File: src/rtl/useq_pkg.sv
// Shared definitions for the micro-sequencer: micro-instruction field layout,
// FSM state encoding and loop-stack pointer sizing.
package useq_pkg;

  localparam int unsigned DONE_BIT = 0;
  localparam int unsigned PUSH_BIT = 1;
  localparam int unsigned END_BIT  = 2;
  localparam int unsigned CTRL_LSB = 3;

  typedef enum logic {
    IDLE = 1'b0,
    EXEC = 1'b1
  } useq_state_e;

  // Stack pointer counts 0..depth inclusive, so it needs one extra code point.
  function automatic int unsigned sp_width(input int unsigned depth);
    return (depth < 1) ? 1 : $clog2(depth + 1);
  endfunction

endpackage

File: src/rtl/useq_loop_stack.sv
// Hardware loop stack: each level holds the loop start address and the
// iterations still to run; the top entry is presented combinationally.
module useq_loop_stack
  import useq_pkg::*;
#(
  parameter int unsigned LOOP_DEPTH = 3,
  parameter int unsigned UPC_W      = 8,
  parameter int unsigned CNT_W      = 11,
  localparam int unsigned SP_W      = sp_width(LOOP_DEPTH)
) (
  input  logic             clk,
  input  logic             rst,
  input  logic             push,
  input  logic             pop,
  input  logic             dec,
  input  logic             clr,
  input  logic [UPC_W-1:0] push_start,
  input  logic [CNT_W-1:0] push_cnt,
  output logic [UPC_W-1:0] top_start,
  output logic [CNT_W-1:0] top_remaining,
  output logic [SP_W-1:0]  sp,
  output logic             full,
  output logic             empty
);

  logic [UPC_W-1:0] start_q [LOOP_DEPTH];
  logic [CNT_W-1:0] rem_q   [LOOP_DEPTH];
  logic [SP_W-1:0]  sp_q;
  logic [SP_W-1:0]  top_idx;

  assign sp      = sp_q;
  assign full    = (sp_q == SP_W'(LOOP_DEPTH));
  assign empty   = (sp_q == '0);
  assign top_idx = sp_q - SP_W'(1);

  always_ff @(posedge clk or posedge rst) begin
    if (rst) begin
      sp_q <= '0;
      for (int unsigned i = 0; i < LOOP_DEPTH; i++) begin
        start_q[i] <= '0;
        rem_q[i]   <= '0;
      end
    end else if (clr) begin
      sp_q <= '0;
      for (int unsigned i = 0; i < LOOP_DEPTH; i++) begin
        start_q[i] <= '0;
        rem_q[i]   <= '0;
      end
    end else begin
      for (int unsigned i = 0; i < LOOP_DEPTH; i++) begin
        if (push && !full && (SP_W'(i) == sp_q)) begin
          start_q[i] <= push_start;
          rem_q[i]   <= push_cnt;
        end
        if (dec && !empty && (SP_W'(i) == top_idx)) begin
          rem_q[i] <= rem_q[i] - CNT_W'(1);
        end
      end
      if (push && !full) begin
        sp_q <= sp_q + SP_W'(1);
      end else if (pop && !empty) begin
        sp_q <= sp_q - SP_W'(1);
      end
    end
  end

  always_comb begin
    top_start     = '0;
    top_remaining = '0;
    for (int unsigned i = 0; i < LOOP_DEPTH; i++) begin
      if (!empty && (SP_W'(i) == top_idx)) begin
        top_start     = start_q[i];
        top_remaining = rem_q[i];
      end
    end
  end

endmodule

File: src/rtl/useq_sequencer.sv
// Micro-program sequencer: fetches from a synchronous micro-ROM one word per
// cycle, with nested zero-overhead hardware loops, done/abort/fault handling.
module useq_sequencer
  import useq_pkg::*;
#(
  parameter int unsigned UPC_W      = 8,
  parameter int unsigned UINST_W    = 32,
  parameter int unsigned LOOP_DEPTH = 3,
  parameter int unsigned CNT_W      = 11
) (
  input  logic                        clk,
  input  logic                        rst,
  input  logic                        cmd_valid,
  output logic                        cmd_ready,
  input  logic [UPC_W-1:0]            cmd_upc,
  input  logic [LOOP_DEPTH*CNT_W-1:0] cmd_loops,
  input  logic                        abort,
  output logic [UPC_W-1:0]            urom_addr,
  input  logic [UINST_W-1:0]          urom_data,
  output logic [UINST_W-4:0]          ctrl_out,
  output logic                        ctrl_valid,
  output logic                        busy,
  output logic                        done,
  output logic                        err
);

  localparam int unsigned SP_W = sp_width(LOOP_DEPTH);

  useq_state_e state_q, state_d;

  logic [UPC_W-1:0]            upc_q, upc_d, upc_inc;
  logic                        upc_wrap;
  logic [LOOP_DEPTH*CNT_W-1:0] loops_q;
  logic                        done_q, err_q, done_set, err_set;
  logic                        u_done, u_push, u_end;
  logic                        accept;
  logic                        st_push, st_pop, st_dec, st_clr;
  logic [UPC_W-1:0]            top_start;
  logic [CNT_W-1:0]            top_rem, lvl_cnt, push_cnt;
  logic [SP_W-1:0]             sp;
  logic                        st_full, st_empty;

  assign u_done   = urom_data[DONE_BIT];
  assign u_push   = urom_data[PUSH_BIT];
  assign u_end    = urom_data[END_BIT];
  assign accept   = cmd_valid && (state_q == IDLE) && !abort;
  assign upc_inc  = upc_q + UPC_W'(1);
  assign upc_wrap = (upc_q == '1);

  // Iteration count for the level about to be opened; zero runs the body once.
  always_comb begin
    lvl_cnt = '0;
    for (int unsigned i = 0; i < LOOP_DEPTH; i++) begin
      if (SP_W'(i) == sp) begin
        lvl_cnt = loops_q[i*CNT_W +: CNT_W];
      end
    end
    push_cnt = (lvl_cnt == '0) ? CNT_W'(1) : lvl_cnt;
  end

  useq_loop_stack #(
    .LOOP_DEPTH (LOOP_DEPTH),
    .UPC_W      (UPC_W),
    .CNT_W      (CNT_W)
  ) u_stack (
    .clk           (clk),
    .rst           (rst),
    .push          (st_push),
    .pop           (st_pop),
    .dec           (st_dec),
    .clr           (st_clr),
    .push_start    (upc_inc),
    .push_cnt      (push_cnt),
    .top_start     (top_start),
    .top_remaining (top_rem),
    .sp            (sp),
    .full          (st_full),
    .empty         (st_empty)
  );

  always_ff @(posedge clk or posedge rst) begin
    if (rst) begin
      state_q <= IDLE;
    end else begin
      state_q <= state_d;
    end
  end

  // Priority in EXEC: abort, done, then loop-bit decode; every exit clears the stack.
  always_comb begin
    state_d  = state_q;
    upc_d    = upc_q;
    st_push  = 1'b0;
    st_pop   = 1'b0;
    st_dec   = 1'b0;
    st_clr   = 1'b0;
    done_set = 1'b0;
    err_set  = 1'b0;
    unique case (state_q)
      IDLE: begin
        if (accept) begin
          state_d = EXEC;
          upc_d   = cmd_upc;
        end
      end
      EXEC: begin
        upc_d = upc_inc;
        if (abort) begin
          state_d = IDLE;
          st_clr  = 1'b1;
        end else if (u_done) begin
          state_d  = IDLE;
          st_clr   = 1'b1;
          done_set = 1'b1;
        end else if (u_push && u_end) begin
          state_d = IDLE;
          st_clr  = 1'b1;
          err_set = 1'b1;
        end else if (u_push) begin
          if (st_full || upc_wrap) begin
            state_d = IDLE;
            st_clr  = 1'b1;
            err_set = 1'b1;
          end else begin
            st_push = 1'b1;
          end
        end else if (u_end) begin
          if (st_empty) begin
            state_d = IDLE;
            st_clr  = 1'b1;
            err_set = 1'b1;
          end else if (top_rem > CNT_W'(1)) begin
            st_dec = 1'b1;
            upc_d  = top_start;
          end else if (upc_wrap) begin
            state_d = IDLE;
            st_clr  = 1'b1;
            err_set = 1'b1;
          end else begin
            st_pop = 1'b1;
          end
        end else if (upc_wrap) begin
          state_d = IDLE;
          st_clr  = 1'b1;
          err_set = 1'b1;
        end
      end
      default: begin
        state_d = IDLE;
        st_clr  = 1'b1;
      end
    endcase
  end

  always_comb begin
    cmd_ready  = (state_q == IDLE) && !abort;
    busy       = (state_q == EXEC);
    ctrl_valid = (state_q == EXEC);
    ctrl_out   = ctrl_valid ? urom_data[UINST_W-1:CTRL_LSB] : '0;
    urom_addr  = (state_q == IDLE) ? cmd_upc : upc_d;
    done       = done_q;
    err        = err_q;
  end

  always_ff @(posedge clk or posedge rst) begin
    if (rst) begin
      upc_q   <= '0;
      loops_q <= '0;
      done_q  <= 1'b0;
      err_q   <= 1'b0;
    end else begin
      upc_q  <= upc_d;
      done_q <= done_set;
      err_q  <= err_set;
      if (accept) begin
        loops_q <= cmd_loops;
      end
    end
  end

endmodule

File: config.mk
export PLATFORM = sky130hd
export DESIGN_NAME = useq_sequencer
export DESIGN_NICKNAME = d
export VERILOG_FILES = /design/src/rtl/useq_pkg.sv /design/src/rtl/useq_loop_stack.sv /design/src/rtl/useq_sequencer.sv
export SDC_FILE = /design/constraint.sdc
export NUM_CORES = 1
export LEC_CHECK = 0
export CORE_MARGIN = 4
export CORE_UTILIZATION = 35
export CTS_CLUSTER_SIZE = 10
export DETAILED_ROUTE_END_ITERATION = 12
export MAX_ROUTING_LAYER = met4
export SLEW_MARGIN = 15
export SYNTH_ARGS = -nofsm -noshare
export SYNTH_HDL_FRONTEND = slang
export SYNTH_SLANG_ARGS = --single-unit
File: constraint.sdc
create_clock -name clk -period 3.05 [get_ports clk]
set_input_delay 0.61 -clock clk [delete_from_list [all_inputs] [get_ports clk]]
set_output_delay 0.61 -clock clk [all_outputs]
set_load 0.1 [all_outputs]
After elaboration in Yosys (flattened, before gate mapping). Index checks and enable logic that the tools add are counted. Widths: inputs -> output; s select.

Register bits after elaboration: 103. Input port bits: 77. Output and inout bits: 42. Logic and storage cells: 139.

$add $sub $neg: 6. Order comparisons: 1. Equal/unequal tests: 6. Mux-type cells: 83. Bitwise logic cells: 1. Reductions and logical operators: 30.

Operators by type and width (count): $mux 11 (13); $mux 8 (15); $mux 1 (47); $mux 33 (1); $sub 11x1->11 const B (3); $mux 29 (1); $mux 24 (1); $logic_and 1x1->1 (16); $pmux 8 s2 (1); $reduce_bool 3->1 (4); $gt 11x1->1 const B (1); $logic_not 11->1 (1); $add 8x1->8 const B (1); $eq 8x8->1 const B (1); $mux 2 (3); $reduce_bool 2->1 (3); $eq 1x2->1 const A (2); $eq 2x2->1 const A (2); $logic_not 2->1 (2); $logic_not 1->1 (3); $add 2x1->2 const B (1); $eq 2x2->1 const B (1); $pmux 1 s2 (1); $sub 2x1->2 const B (1); 2 further kinds (2).

Depth between registers and ports, before layout. Gate-level depths: netlist of the first run.

Depth after elaboration: 19. Depth in mapped cells: 12. Mapped depth without buffers: 8.

Modules after synthesis. A second synthesis of the first run with hierarchy kept.

Cells, all modules: 699. Area, all modules: 6256.0 sq um.

By module, submodules not included: useq_loop_stack (times used 1, cells each 444, area each 3554.7 sq um); useq_sequencer (times used 1, cells each 255, area each 2701.3 sq um).

Worst setup path before layout of the first run. Ideal clock, no wire load.

Path type: reg-to-output. Start point: register u_stack.sp_q[1] (netlist: u_stack.sp[1]). End point: output port urom_addr[7]. Arrival: 4.212 ns. Setup slack: -1.772 ns. Cell stages (with the launch flop): 11. Path buffers: 2. Path through: dfrtp_1 -> inv_1 -> ha_1 -> clkbuf_1 -> nand2b_1 -> a41o_1 -> a21oi_2 -> and2_1 -> buf_4 -> mux2_2 -> o21ai_0.

Longest elaborated chain between the ends: 16. Elaborated cells between the ends (all ways): 25. Classes of those cells: add/sub: 1; order compare: 1; eq/ne: 2; mux: 15; reduce/logical: 6.

RTL lines: from (decl) (RTL line useq_loop_stack.sv:28) `logic [SP_W-1:0] sp_q;`; from (signal assigned) (RTL line useq_loop_stack.sv:60) `sp_q <= sp_q + SP_W'(1);`; from (signal assigned) (RTL line useq_loop_stack.sv:62) `sp_q <= sp_q - SP_W'(1);`; $sub 2x1->2 or $logic_not 2->1 (tied branches) (RTL line useq_loop_stack.sv:34, useq_loop_stack.sv:33); $logic_not 2->1 or $logic_not 1->1 (tied branches) (RTL line useq_loop_stack.sv:71) `if (!empty && (SP_W'(i) == top_idx)) begin`; $logic_and 1x1->1 (RTL line useq_loop_stack.sv:71); $mux 11 (3 in series) (RTL line useq_loop_stack.sv:71); $gt 11x1->1 (RTL line useq_sequencer.sv:132) `end else if (top_rem > CNT_W'(1)) begin`; $mux 8 (RTL line useq_sequencer.sv:132); $mux 8 (*) (RTL line useq_sequencer.sv:128) `if (st_empty) begin`; $mux 8 (*) (RTL line useq_sequencer.sv:127) `end else if (u_end) begin`; $mux 8 (*) (RTL line useq_sequencer.sv:119) `end else if (u_push) begin`; $mux 8 (*) (RTL line useq_sequencer.sv:115) `end else if (u_push && u_end) begin`; $mux 8 (*) (RTL line useq_sequencer.sv:111) `end else if (u_done) begin`; $mux 8 (*) (RTL line useq_sequencer.sv:108) `if (abort) begin`; $pmux 8 s2 (*) (RTL line useq_sequencer.sv:99) `unique case (state_q)`; $mux 8 (*) (RTL line useq_sequencer.sv:160) `urom_addr = (state_q == IDLE) ? cmd_upc : upc_d;`; to (decl) (RTL line useq_sequencer.sv:18) `output logic [UPC_W-1:0] urom_addr,`.

Mark *: on every way between the ends. The rest lies on a longest branch, timed or not.

Final worst setup path of the first run.
Start point: register u_stack.sp_q[1] (netlist: u_stack.sp[1]). End point: output port urom_addr[6].

Same word-level chain as after synthesis.

==> metrics, run 1 <==
Post-DP HPWL 13570 um; final WL 18500 um; DRC violations left 0; final worst setup slack -0.2184 ns; CP top delay family compound AO/OA/AOI/OAI gates; kind of critical path reg -> out; Fmax achieved 0.3060 GHz; pre-CTS WS -0.1619 ns; Worst Path Buf+Inv 1; crit path max-delay cell type dfrtp_1; vias in the first global route 5924; arrival time worst endpoint 2.66 ns; Die Height 138.7 um; type of the most critical hold path reg -> reg; # fillers 1546; Max-slew headroom 48.00%; cell mode on critical path a21oi_4; Die W 138.7 um; Vias 5770; Synth Area per Inst 9.171 um^2; pin count of the biggest net entering global routing 44; IO Pins 119; Yosys warning count 0; Multi-input gate area 3297 um^2; Max-cap violations 0; Cell Count, Final, Fillers Out 1031; fin nets 894; CP endpoint kind output port; leakage 3.388 nW; initial antenna violation count 0; Synth cell types 61; Tmin final 3.268 ns; layout cell share with drive strength beyond 1 24.04%; initial drt markers 391; row count 47; Worst Skew 0.01470 ns; RSZ-0062 raised after global routing yes; total gr overflow 0; Die ar. 19240 um^2; first-pass GRT wire length 30460 um; Overall Global Routing Usage 19.77%; initial core utilization 35.93%; CORE AREA 16640 um^2; asr flop ratio synth 100.0%; Sequential cell area 2579 um^2; Synth Cell Area 5979 um^2; Pre-antenna DRT Iters 5; Clk Tree Root Cell clkbuf_16; WP data required 2.44 ns; fin crit share 107.2%; Final Hold Fails 0; CTS sink count 103; placed insts 1007; critical path peak fanout 4; Num CTS Buffers 9; largest cells by area after synthesis dfrtp_1 43%, mux2_2 7.7%, a21oi_1 4.7%, nor2_1 4.1%, a211oi_1 3.5%; final number of setup-violating endpoints 8; EDFF count, synth 0; antenna fix cells 0; CTS tree yes; Peak VDD IR 0.0003205 V; hold slack 0.5115 ns; clock latency on the worst-skew pair 0.37 ns; CP Launch Type flip-flop; Synth area leader dfrtp_1; syn_nets 740; overall power 4.851 mW; input/output buffers 118; clock transition at the registers of the reported paths 0.08 ns; Vias per Instance 5.597; routed len/inst 17.94 um; sequential-to-total area share from yosys stat 43.11%; number of synthesized register bits 103; H-tree lvl count 3; routability cong. 0.8759; Antenna Violating Nets Remaining 0; top cell type's share of synthesized area 43.11%; Slew Viols, Final 0; cells after synthesis 652; status complete, but fails checks; failing checks negative setup slack; ys flop type dfrtp_1; pwr dens 588.9 nW/um^2; clock tree buffer depth 2; Area growth syn-to-layout 37.75%; Least-Margin Pin Slew 0.7800 ns; largest stage delay on the critical path 0.44 ns; Cell Chain, Critical Path ha_2 > or3_4 > o32ai_4 > a21oi_4 > and2_4 > mux2_4 > a21oi_4 > buf_12
-- state kept, by name, indices dropped and copies added (netlist names) --
name and cells:
upc_q 8, busy 1, loops_q 33, u_stack.rem_q 33, done 1, err 1, u_stack.start_q 24, u_stack.sp 2
-- layout make-up --
| cell class | count | share of cell area, % |
|---|---|---|
| well taps | 220 | 3.342 |
| clock buffers | 9 | 2.734 |
| clock inverters | 7 | 1.063 |
| multi-input cells | 496 | 40.03 |
| flip-flops and latches | 103 | 31.31 |
| inverters | 16 | 0.7899 |
| repair buffers | 180 | 20.74 |
-- final timing paths --
kind,from,cells after the start,slack (ns),endpoint
setup / recovery,u_stack.sp[1]$_DFFE_PP0P_,8,-0.22,urom_addr[6]
hold / removal,loops_q[29]$_DFFE_PP0P_,1,0.51,loops_q[29]$_DFFE_PP0P_
setup reg to reg,u_stack.sp[1]$_DFFE_PP0P_,10,0.16,u_stack.rem_q[18]$_DFFE_PP0P_
hold reg to reg,loops_q[29]$_DFFE_PP0P_,1,0.51,loops_q[29]$_DFFE_PP0P_
max in group asynchronous,rst,3,1.73,u_stack.start_q[10]$_DFFE_PP0P_
min in group asynchronous,rst,2,0.68,u_stack.rem_q[2]$_DFFE_PP0P_
-- stage by stage --
step | setup TNS, ns | area, um^2 | utilization (%)
floorplan | -2.434 | 6080 | -
global placement | -0.7972 | 7838 | 47.09
detailed placement | -0.9717 | 7838 | 47.09
CTS | -1.533 | 8218 | 49.38
global route | -2.208 | 8237 | 49.49
finish | -1.542 | 8237 | 49.49
-- cells by family (layout without fill, tap and decap cells) --
group | Yosys count | count (layout) | synth area share, %
DFF | 103 | 103 | 43.11
AOI/OAI and AO/OA | 184 | 184 | 20.26
xor gates and xnor gates | 6 | 6 | 0.8790
adders and majority gates | 11 | 11 | 2.302
buffers and inverters | 54 | 212 | 4.080
muxes | 43 | 43 | 8.056
and+or+nand+nor | 251 | 252 | 21.32
-- power breakdown --
part / total, mW / leakage [nW] / internal, mW / switching [mW]
clock: 1.20 / 0.148 / 0.589 / 0.613
sequential: 1.65 / 1.35 / 1.52 / 0.136
combinational: 2.00 / 1.90 / 0.781 / 1.21
total: 4.85 / 3.39 / 2.89 / 1.96
-- timing repair --
action | CTS | global route
hold endpoints to repair | 0 | 0
cloned | 1 | 0
pin swaps | 10 | 7
resized for setup | 9 | 2
setup buffers | 6 | 2
setup endpoints to repair | 8 | 8
hold buffers | 0 | 0
-- routing by layer --
metal  vias to the layer above  share of wire [%]  GRT usage (%)
met5                         -                  0              -
met4                         0                1.9          6.025
met3                        29                6.4          3.862
met2                       273                 47          30.70
met1                      2781                 45          26.36
li1                       2687                  -              -
-- synth_stat cells, types with 2 or more instances --
cell,instances
dfrtp_1,103
nor2_1,66
a21oi_1,56
nand2_1,56
mux2_2,41
and2_1,33
o21ai_0,33
a211oi_1,28
clkbuf_1,28
nor3_1,20
a31oi_1,19
nand3_1,18
inv_1,15
nand3b_1,12
a22oi_1,11
ha_1,11
a2bb2oi_1,9
or3_1,7
and3_1,6
nor4_1,5
o311ai_0,5
buf_6,4
nor2b_1,4
nor3b_1,4
or4_1,4
a221oi_1,3
buf_2,3
nand4_1,3
o211ai_1,3
xnor2_1,3
xor2_1,3
and4_1,2
buf_4,2
mux2i_1,2
nor4b_1,2
o21bai_1,2
or2_2,2
-- cells in the final DEF (no fill, tap or decap), types with 6 or more instances in the layout --
cell type and instances:
a21oi_1 49, nor3_1 20, clkbuf_16 9, mux2_2 38, o21ai_0 32, buf_12 13
a21oi_4 7, a2bb2oi_1 9, a211oi_1 28, and2_1 31, buf_4 90, a22oi_1 11
nand3b_1 12, a31oi_1 19, nand2_1 56, and3_1 6, inv_1 12, ha_1 9
or3_1 6, nand3_1 18, clkdlybuf4s50_1 76, nor2_1 65, dfrtp_1 102
Power figures use the tool's default switching activity.
==> inputs of run 2 (changes only) <==
- CORE_MARGIN: 4 -> 2
==> metrics, run 2 (synthesized netlist as in run 1, its figures left out) <==
Clk Tree Root Cell clkbuf_16; Vias per Instance 5.545; fin nets 892; Worst R2R Start u_stack.rem_q[18]$_DFFE_PP0P_; CORE AREA 16640 um^2; CP endpoint urom_addr[5]; Die ar. 18150 um^2; Max-cap violations 0; largest stage delay on the critical path 0.57 ns; CTS tree yes; Max-slew headroom 47.31%; row count 47; Overall Global Routing Usage 20.98%; most common cell after layout, fill and taps aside dfrtp_1; Tmin final 3.243 ns; hold slack 0.5145 ns; Post-DP HPWL 13110 um; initial drt markers 427; routability cong. 0.8628; Fmax achieved 0.3084 GHz; cell mode on critical path a21oi_4; clock latency on the worst-skew pair 0.36 ns; Die Height 134.7 um; Cell Chain, Critical Path or4_4 > o32ai_4 > a21oi_4 > and2_4 > mux2_4 > a21oi_4 > buf_12; Num CTS Buffers 9; biggest regs loops_q x33, u_stack.rem_q x33, u_stack.start_q x24; clock transition at the registers of the reported paths 0.08 ns; antenna fix cells 0; Final Hold Fails 0; vias in the first global route 5766; Pre-antenna DRT Iters 4; initial core utilization 35.93%; most frequent cells in the layout 101 x dfrtp_1, 90 x buf_4, 76 x clkdlybuf4s50_1; RSZ-0062 raised after global routing yes; Worst Skew 0.01268 ns; CP Launch Type flip-flop; pwr dens 588.8 nW/um^2; total gr overflow 0; kind of critical path reg -> out; routed len/inst 17.50 um; overall power 4.808 mW; IO Pins 119; CP endpoint kind output port; reg2reg path depth 9; Worst Setup SP u_stack.rem_q[18]$_DFFE_PP0P_; arrival time worst endpoint 2.63 ns; Slew Viols, Final 0; H-tree lvl count 3; Reg-to-Reg End u_stack.rem_q[14]$_DFFE_PP0P_; final worst setup slack -0.1927 ns; status complete, but fails checks; initial antenna violation count 0; final number of setup-violating endpoints 8; critical path peak fanout 4; pin count of the biggest net entering global routing 104; clock tree buffer depth 2; CTS sink count 103; pre-CTS WS -0.1980 ns; fin crit share 106.3%; fin util 49.06%; Die W 134.7 um; Peak VDD IR 0.0003333 V; first-pass GRT wire length 29460 um; Antenna Violating Nets Remaining 0; crit path max-delay cell type or4_4; WP data required 2.44 ns; layout cell share with drive strength beyond 1 23.86%; input/output buffers 118; type of the most critical hold path reg -> reg; Area growth syn-to-layout 36.56%; hold path cells 1; leakage 3.358 nW; DRC violations left 0; Reg2Reg Setup Slack 0.31 ns; Least-Margin Pin Slew 0.7903 ns; final WL 18010 um; failing checks negative setup slack; Vias 5706
## run 2: how the worst min path moves through the flow
stage	from	endpoint
2_1_floorplan	loops_q[0]$_DFFE_PP0P_	loops_q[0]$_DFFE_PP0P_
3_3_place_gp	loops_q[19]$_DFFE_PP0P_	loops_q[19]$_DFFE_PP0P_
3_5_place_dp	loops_q[19]$_DFFE_PP0P_	loops_q[19]$_DFFE_PP0P_
4_1_cts	loops_q[19]$_DFFE_PP0P_	loops_q[19]$_DFFE_PP0P_
5_1_grt	loops_q[12]$_DFFE_PP0P_	loops_q[12]$_DFFE_PP0P_
6_report	loops_q[19]$_DFFE_PP0P_	loops_q[19]$_DFFE_PP0P_
## run 2: metrics by stage
| stage | instances | cell area [um^2] | setup TNS (ns) |
|---|---|---|---|
| detailed placement | 1005 | 7797 | -1.117 |
| global route | 1029 | 8165 | -1.997 |
| floorplan | 652 | 6080 | -2.434 |
| finish | 1029 | 8165 | -1.354 |
| CTS | 1023 | 8107 | -1.646 |
| global placement | 1005 | 7797 | -1.115 |
## run 2: worst max-delay path: cells and delay by family, from the launching register on
kind / cells / cell delay [ns]
AO/OA/AOI/OAI: 3 / 0.62
buffers and inverters: 1 / 0.19
flip-flops: 1 / 0.39
multiplexers: 1 / 0.32
AND/OR/NAND/NOR: 2 / 0.75
## run 2: per-layer routing
metal	vias up	part of all wire [%]	global-route usage, %	wire, um
met3	22	4.4	2.515	786
met2	220	47	32.99	8546
met5	-	0	-	0
li1	2687	-	-	-
met4	0	1.5	6.199	276
met1	2777	47	28.59	8403
## run 2: layout make-up
class,count,area [um^2]
Sequential cell,103,2580
Tap cell,220,275.3
Fill cell,1531,8477
Clock buffer,9,225.2
Timing Repair Buffer,178,1668
Inverter,16,65.06
Multi-Input combinational cell,496,3286
Clock inverter,7,66.31
## run 2: where the power goes
group / switching [mW] / internal (mW) / leakage [nW]
Clock: 0.592 / 0.580 / 0.145
Combinational: 1.20 / 0.774 / 1.87
Sequential: 0.141 / 1.52 / 1.34
## run 2: repair_timing
action,in CTS,in global routing
pin swaps,8,2
resized for setup,6,4
gates cloned,0,1
hold buffers,0,0
setup endpoints to repair,8,9
buffers inserted,3,5
==> inputs of run 3 (changes only) <==
- REMOVE_ABC_BUFFERS: default -> 1
==> metrics, run 3 (synthesized netlist as in run 1, its figures left out) <==
status complete, but fails checks; failing checks negative setup slack; Sequential cell area 2580 um^2; placed insts 1020; Cell Count, Final, Fillers Out 1044; Finished Cell Area 8691 um^2; Max-slew headroom 51.04%; M1 GR Usage 29.92%; clock tree buffer depth 2; Cell Chain, Critical Path ha_4 > or3_4 > o32ai_4 > a21oi_4 > and2_4 > mux2_4 > o21ai_4 > buf_12; total gr overflow 0; Die ar. 18150 um^2; crit path max-delay cell type dfrtp_2; routed len/inst 17.74 um; largest stage delay on the critical path 0.45 ns; H-tree lvl count 3; pwr dens 568.2 nW/um^2; routability cong. 0.9255; layout cell share with drive strength beyond 1 25.00%; Overall Global Routing Usage 21.80%; Antenna Violating Nets Remaining 0; Fmax achieved 0.3045 GHz; IO Pins 119; Final Hold Fails 0; CTS tree yes; first-pass GRT wire length 30350 um; RSZ-0062 raised after global routing yes; most common cell after layout, fill and taps aside dfrtp_1; fin nets 907; CP endpoint kind output port; final number of setup-violating endpoints 8; met2 usage 33.39%; clock latency on the worst-skew pair 0.37 ns; type of the most critical hold path reg -> reg; kind of critical path reg -> out; pin count of the biggest net entering global routing 58; CP top delay family simple AND/OR/NAND/NOR gates; Die Height 134.7 um; row count 47; leakage 3.536 nW; Max-cap violations 0; Peak VDD IR 0.0004204 V; Post-DP HPWL 13560 um; DP Area 8192 um^2; Slew Viols, Final 0; initial drt markers 546; Clk Tree Root Cell clkbuf_16; CORE AREA 16640 um^2; critical path peak fanout 5; final WL 18520 um; Vias per Instance 5.491; Worst Skew 0.01419 ns; Die W 134.7 um; Num CTS Buffers 9; DRC violations left 0; CP Launch Type flip-flop; initial core utilization 35.93%; Vias 5733; Multi-input gate area 3293 um^2; setup TNS -1.702 ns; hold slack 0.5107 ns; Least-Margin Pin Slew 0.7344 ns; arrival time worst endpoint 2.67 ns; Area growth syn-to-layout 45.34%; biggest regs loops_q x33, u_stack.rem_q x33, u_stack.start_q x24; gr busiest metal met2; antenna fix cells 0; CTS sink count 103; WP data required 2.44 ns; Pre-antenna DRT Iters 5; Worst Path Buf+Inv 1; fin crit share 107.7%; vias in the first global route 5680; met3 GRT Util 4.092%; input/output buffers 118; most frequent cells in the layout 101 x dfrtp_1, 76 x clkdlybuf4s50_1, 72 x buf_4; final worst setup slack -0.2341 ns; # fillers 1485; pre-CTS WS -0.3718 ns; initial antenna violation count 0; clock transition at the registers of the reported paths 0.07 ns; Tmin final 3.284 ns
## run 3: cell count changes in the layout (fill, tap and decap cells not counted), sizes merged
cell      delta
clkinv       +1
buf         +15
inv          -1
clkbuf       +1
clkinvlp     -1
## run 3: through the flow
| stage | power [mW] | utilization, % |
|---|---|---|
| 2_1_floorplan | 2.753 | - |
| 3_3_place_gp | 3.642 | 49.22 |
| 3_5_place_dp | 3.684 | 49.22 |
| 4_1_cts | 4.900 | 51.63 |
| 5_1_grt | 5.191 | 52.22 |
| 6_report | 4.938 | 52.22 |
## run 3: path summary, 6_finish.rpt
kind / cells after the start / from / slack [ns] / endpoint
worst max-delay path: 8 / u_stack.sp[0]$_DFFE_PP0P_ / -0.23 / urom_addr[7]
worst min-delay path: 1 / loops_q[18]$_DFFE_PP0P_ / 0.51 / loops_q[18]$_DFFE_PP0P_
worst max register to register: 11 / u_stack.sp[1]$_DFFE_PP0P_ / 0.23 / u_stack.rem_q[11]$_DFFE_PP0P_
worst min register to register: 1 / loops_q[18]$_DFFE_PP0P_ / 0.51 / loops_q[18]$_DFFE_PP0P_
max in group asynchronous: 3 / rst / 1.74 / u_stack.rem_q[5]$_DFFE_PP0P_
min in group asynchronous: 2 / rst / 0.66 / err$_DFF_PP0_
## run 3: timing repair
item                       CTS  global route
hold buffers                 0             0
setup buffers                4             4
setup endpoints to repair    8            10
gates cloned                 1             0
pin swaps                    8             5
resized for setup           19            15
## run 3: layout make-up
cell class | instances | share of cell area (%)
tap | 220 | 3.167
clock inverter | 6 | 0.7198
timing repair buffer | 193 | 25.04
multi-input combinational | 496 | 37.89
sequential | 103 | 29.69
clock buffer | 10 | 2.750
inverter | 16 | 0.7486
## run 3: power by group
part	switching, mW	total (mW)	internal (mW)
sequential	0.126	1.65	1.52
combinational	1.25	2.12	0.877
clock	0.572	1.17	0.598
total	1.94	4.94	2.99
## run 3: routing by layer
metal / up-vias / part of all wire, %
li1: 2726 / -
met1: 2807 / 45
met2: 179 / 48
met3: 21 / 5.8
met4: 0 / 1.5
met5: - / 0
## run 3: worst reg2reg max path: cells and delay by family (launching register included)
kind,cells,cell delay (ns)
compound gates,3,1.07
buf+inv,5,0.84
flops,1,0.44
fa+ha+maj,1,0.18
simple gates,2,0.16
